**config.mk**
```make
export PLATFORM = sky130hd
export DESIGN_NAME = f1_io_controller
export DESIGN_NICKNAME = d
export VERILOG_FILES = /design/src/rtl/f1_io_controller.sv
export SDC_FILE = /design/constraint.sdc
export NUM_CORES = 1
export LEC_CHECK = 0
export CORE_ASPECT_RATIO = 1.5
export CORE_MARGIN = 4
export CORE_UTILIZATION = 25
export DETAILED_ROUTE_END_ITERATION = 10
export DONT_BUFFER_PORTS = 1
export HOLD_SLACK_MARGIN = 0.12
export PLACE_DENSITY_LB_ADDON = 0.1
export SLEW_MARGIN = 30
export SYNTH_ARGS = -nofsm -noshare
export SYNTH_HDL_FRONTEND = slang
export SYNTH_SLANG_ARGS = --single-unit
```
**constraint.sdc**
```tcl
create_clock -name clk -period 3.2 [get_ports clk]
set_clock_uncertainty 0.05 [all_clocks]
set_input_delay 0.48 -clock clk [delete_from_list [all_inputs] [get_ports clk]]
set_output_delay 0.48 -clock clk [all_outputs]
set_load 0.02 [all_outputs]
```
**src/rtl/f1_io_controller.sv**
```systemverilog
`default_nettype none
// f1_io_controller: button conditioning, seed generation, lamp drive and
// reaction-time measurement for the F1 start-lights program.
module f1_io_controller #(
  parameter int DATAWIDTH       = 32,
  parameter int LIGHTS          = 8,
  parameter int LFSR_WIDTH      = 7,
  parameter int DEBOUNCE_CYCLES = 4
) (
  input  logic                 clk,
  input  logic                 rst_n,
  input  logic                 btn_i,
  input  logic [DATAWIDTH-1:0] a0,
  output logic                 t0,
  output logic [DATAWIDTH-1:0] t4,
  output logic [LIGHTS-1:0]    lights,
  output logic [DATAWIDTH-1:0] reaction_count,
  output logic                 reaction_valid,
  output logic                 jump_start
);

  localparam int CW = $clog2(DEBOUNCE_CYCLES + 1);

  typedef enum logic [2:0] {IDLE, ARMED, SEQUENCE, FULL, TIMING} state_t;

  state_t                 state, state_nxt;
  logic                   sync_m, sync, btn_db, btn_db_q, press;
  logic [CW-1:0]          db_cnt;
  logic [LFSR_WIDTH-1:0]  lfsr;
  logic [DATAWIDTH-1:0]   timer;
  logic                   capture, jump_nxt, valid_nxt, timer_clr;
  logic                   unused_a0_hi;

  assign unused_a0_hi = ^a0[DATAWIDTH-1:LIGHTS];
  assign press        = btn_db & ~btn_db_q;

  always_ff @(posedge clk or negedge rst_n) begin
    if (!rst_n) begin
      sync_m   <= 1'b0;
      sync     <= 1'b0;
      btn_db   <= 1'b0;
      btn_db_q <= 1'b0;
      db_cnt   <= '0;
      lfsr     <= LFSR_WIDTH'(1);
      lights   <= '0;
    end else begin
      sync_m   <= btn_i;
      sync     <= sync_m;
      btn_db_q <= btn_db;
      if (sync != btn_db) begin
        if (db_cnt == CW'(DEBOUNCE_CYCLES - 1)) begin
          btn_db <= sync;
          db_cnt <= '0;
        end else begin
          db_cnt <= db_cnt + 1'b1;
        end
      end else begin
        db_cnt <= '0;
      end
      // x^7+x^6+1: feedback from the two top taps, never reaches zero
      lfsr   <= {lfsr[LFSR_WIDTH-2:0], lfsr[LFSR_WIDTH-1] ^ lfsr[LFSR_WIDTH-2]};
      lights <= a0[LIGHTS-1:0];
    end
  end

  always_comb begin
    state_nxt = state;
    capture   = 1'b0;
    jump_nxt  = 1'b0;
    valid_nxt = 1'b0;
    timer_clr = 1'b0;
    case (state)
      IDLE: if (press) begin
        state_nxt = ARMED;
        capture   = 1'b1;
      end
      ARMED: if (lights != '0) state_nxt = SEQUENCE;
      // a press always takes priority over a lamp transition
      SEQUENCE: begin
        if (press) begin
          jump_nxt  = 1'b1;
          state_nxt = IDLE;
        end else if (lights == '1) begin
          state_nxt = FULL;
        end else if (lights == '0) begin
          state_nxt = IDLE;
        end
      end
      FULL: begin
        if (press) begin
          jump_nxt  = 1'b1;
          state_nxt = IDLE;
        end else if (lights == '0) begin
          state_nxt = TIMING;
          timer_clr = 1'b1;
        end
      end
      TIMING: if (press) begin
        valid_nxt = 1'b1;
        state_nxt = IDLE;
      end
      default: state_nxt = IDLE;
    endcase
  end

  always_ff @(posedge clk or negedge rst_n) begin
    if (!rst_n) begin
      state          <= IDLE;
      t0             <= 1'b0;
      t4             <= '0;
      timer          <= '0;
      reaction_count <= '0;
      reaction_valid <= 1'b0;
      jump_start     <= 1'b0;
    end else begin
      state          <= state_nxt;
      t0             <= (state_nxt == ARMED);
      reaction_valid <= valid_nxt;
      jump_start     <= jump_nxt;
      if (capture) t4 <= {{(DATAWIDTH-LFSR_WIDTH){1'b0}}, lfsr};
      if (jump_nxt) reaction_count <= '0;
      else if (valid_nxt) reaction_count <= timer;
      if (timer_clr) timer <= '0;
      else if (state == TIMING && timer != '1) timer <= timer + 1'b1;
    end
  end

endmodule
`default_nettype wire

```
==> results.cfg <==
[status]
status = finished, final reports clean

[placed_design]
preCtsSetupSlack_ps = 786
gp_congestion = 0.732
numPortBuffers = 0
hpwl_mm = 7.64
placed_area_um2 = 4660

[layout]
final_cell_area_um2 = 5070
fin_nets = 494
antenna_cells = 0
drive_gt1_share_pct = 11.0
areaGrowthSynthToFinish_pct = 11.9

[global_route]
track_usage_pct = 11.6
grt_max_degree = 100
grt-ovfl-total = 0
antenna_found_initial = 0
grt_pass1_vias = 3345
grt_pass1_wl_mm = 18.6

[setup_path]
worstSetupStartpoint = state[1]$_DFF_PN0_
cp-end-kind = register
rr_worst_depth = 5
worstPathArrival_ps = 2620
path_class = register to register
rr_startpoint = state[1]$_DFF_PN0_
cp.required_ps = 3420
crit_fanout = 12
start_kind = register

[hold_path]
worstHoldPathType = register to register
hold_path_startpoint = sync_m$_DFF_PN0_
holdPathStages = 0

[sta]
hold_ws_ps = 300
worstMarginPinSlew_ps = 727
slew_headroom_pct = 51.5
fmax_mhz = 415
finalWorstSetupSlack_ps = 793
slew_violations = 0
setup_tns_ps = 0
finalCritPeriodShare_pct = 75.2
final-setup-viol-count = 0
finalWorstPathRequiredPeriod_ps = 2410
hold_viol_final = 0
rsz0062_at_grt = false

[pwr]
p_seq_share_pct = 51.2
clkPwrFrac_pct = 39.0
powerDensity_nw_per_um2 = 524
internal_power_mw = 1.95
p_switching_mw = 0.711
p_leak_nw = 2.27
power_mw = 2.66
switching_share_pct = 26.8
pwr-share-comb_pct = 9.8
ir_drop_mv = 0.238

[floorplanning]
die-width_um = 118
die_area_um2 = 20400
design.core.area_um2 = 17900
pin_count = 110
rows = 60
die_h_um = 173
start_util_pct = 25.4

[run]
cap_violations = 0

[drt]
drc_errors = 0
initialDrtViolationCount = 136
routed_wl_mm = 11.3
num_vias = 3234
ant_nets = 0
post_drt_wl_per_cell_um = 16.6
viasPerCell = 4.76
dr.pass1.iters = 4

[clocking]
clk_latency_ps = 340
ctsResizeCount = 0
cts_tree = built
cts_hold_buf = 11
cts_made_buffers = 9
max-clock-path-buffers = 2
root_buffer = clkbuf_16
cts.sinks = 99
h-tree-depth = 3
clk_pin_slew_ps = 70
post_cts_buffers = 0

[yosys]
syn_area_um2 = 4530
async_reset_ff_share_pct = 100
syn_avg_cell_area_um2 = 10.1
ys_warn_count = 0
synth_edf_count = 0
synth_compound_area_share_pct = 10.0
synthAdderAreaFrac_pct = 0.552
synthMuxAreaShare_pct = 2.43
synthSimpleGateAreaFrac_pct = 23.8
ys_types = 52
synth_top_family_by_area = simple AND/OR/NAND/NOR gates
syn-instance-count = 449
synth_xor_area_share_pct = 1.35
synth-seq-area-share_pct = 54.7
ys_seq_elements = 99
yosys_most_used_dff = dfrtp_1
-- metrics by stage --
stage / utilization [%] / cells
after floorplan: - / 473
after global placement: 26.1 / 652
after detailed placement: 26.1 / 652
after CTS: 28.4 / 679
after global routing: 28.4 / 679
final: 28.4 / 679
-- power groups by stage --
| stage | registers, mW | clock network, mW | logic, mW |
|---|---|---|---|
| 2_1_floorplan | 1.36 | 0 | 0.214 |
| 6_report | 1.36 | 1.04 | 0.261 |
| 4_1_cts | 1.36 | 1.10 | 0.270 |
| 3_3_place_gp | 1.38 | 0 | 0.225 |
| 5_1_grt | 1.37 | 1.14 | 0.297 |
| 3_5_place_dp | 1.39 | 0 | 0.229 |
-- sequential cells by signal, summed over array words and instances, names as in the netlist --
signal	cells
btn_db	1
btn_db_q	1
db_cnt	3
jump_start	1
lfsr	7
lights	8
reaction_count	32
reaction_valid	1
state	3
sync	1
sync_m	1
t0	1
t4	7
timer	32
-- Yosys cell counts, types with 3 or more instances --
master | instances | area, um^2
or3_1 | 13 | 81.3
a21oi_1 | 26 | 130
buf_4 | 25 | 188
xor2_1 | 5 | 43.8
nor4_1 | 3 | 18.8
nand3_1 | 36 | 180
and3_1 | 6 | 37.5
nor3_1 | 10 | 50.1
a21oi_2 | 4 | 35.0
o21ai_2 | 4 | 35.0
inv_1 | 9 | 33.8
nor3_2 | 3 | 30.0
o211ai_1 | 5 | 37.5
nand4_2 | 3 | 37.5
nor2_1 | 16 | 60.1
or4_1 | 10 | 75.1
dfrtp_1 | 98 | 2450
o31ai_1 | 5 | 37.5
nand4_1 | 11 | 68.8
mux2_2 | 8 | 90.1
o21ai_0 | 13 | 65.1
nor2b_1 | 4 | 25.0
clkbuf_1 | 11 | 41.3
nand2_1 | 80 | 300
buf_2 | 4 | 20.0
-- area by class of cell --
cell class | count | area, um^2
fillers | 1901 | 12800
flip-flops and latches | 99 | 2480
clock inverters | 4 | 26.3
inverters | 9 | 33.8
multi-input cells | 320 | 1820
repair buffers | 18 | 180
well taps | 217 | 272
clock buffers | 12 | 256
-- cell families after synthesis --
| logic type | count (synthesis) |
|---|---|
| adders and majority gates | 2 |
| xor gates and xnor gates | 7 |
| DFF | 99 |
| muxes | 10 |
| AOI/OAI and AO/OA | 68 |
| other | 1 |
| and+or+nand+nor | 208 |
| buffers and inverters | 54 |
-- path summary, 6_finish.rpt --
path / endpoint / slack, ps
hold / removal: sync$_DFF_PN0_ / 300
min in group asynchronous: reaction_count[18]$_DFFE_PN0P_ / 660
max in group asynchronous: reaction_count[1]$_DFFE_PN0P_ / 2010
setup reg to reg: timer[26]$_DFFE_PN0P_ / 790
hold reg to reg: sync$_DFF_PN0_ / 300
setup / recovery: timer[26]$_DFFE_PN0P_ / 790
-- cell usage in the layout, fill, tap and decap left out, types with 4 or more instances in the layout --
cell type,instances
a21oi_1,26
a21oi_2,4
and3_1,6
buf_4,7
clkbuf_16,9
conb_1,25
dfrtp_1,98
dlygate4sd3_1,10
inv_1,9
mux2_2,8
nand2_1,80
nand3_1,36
nand4_1,11
nor2_1,16
nor2b_1,4
nor3_1,10
o211ai_1,5
o21ai_0,13
o21ai_2,4
o31ai_1,5
or3_1,13
or4_1,10
xor2_1,5
-- metal layers --
layer | wire length [um] | track usage, % | up-vias
met3 | 593 | 2.91 | 11
met4 | 191 | 4.89 | 0
met1 | 4560 | 13.3 | 1592
li1 | - | - | 1548
met2 | 5950 | 20.3 | 83
met5 | 0 | 0 | -
-- critical path: stages, from the launching register on --
cell and delay, ps:
dfrtp_1 460, or3b_1 670, nor3_2 340, nand4_1 280, or3_1 380, a21oi_1 150
(Power assumes the default switching activity.)
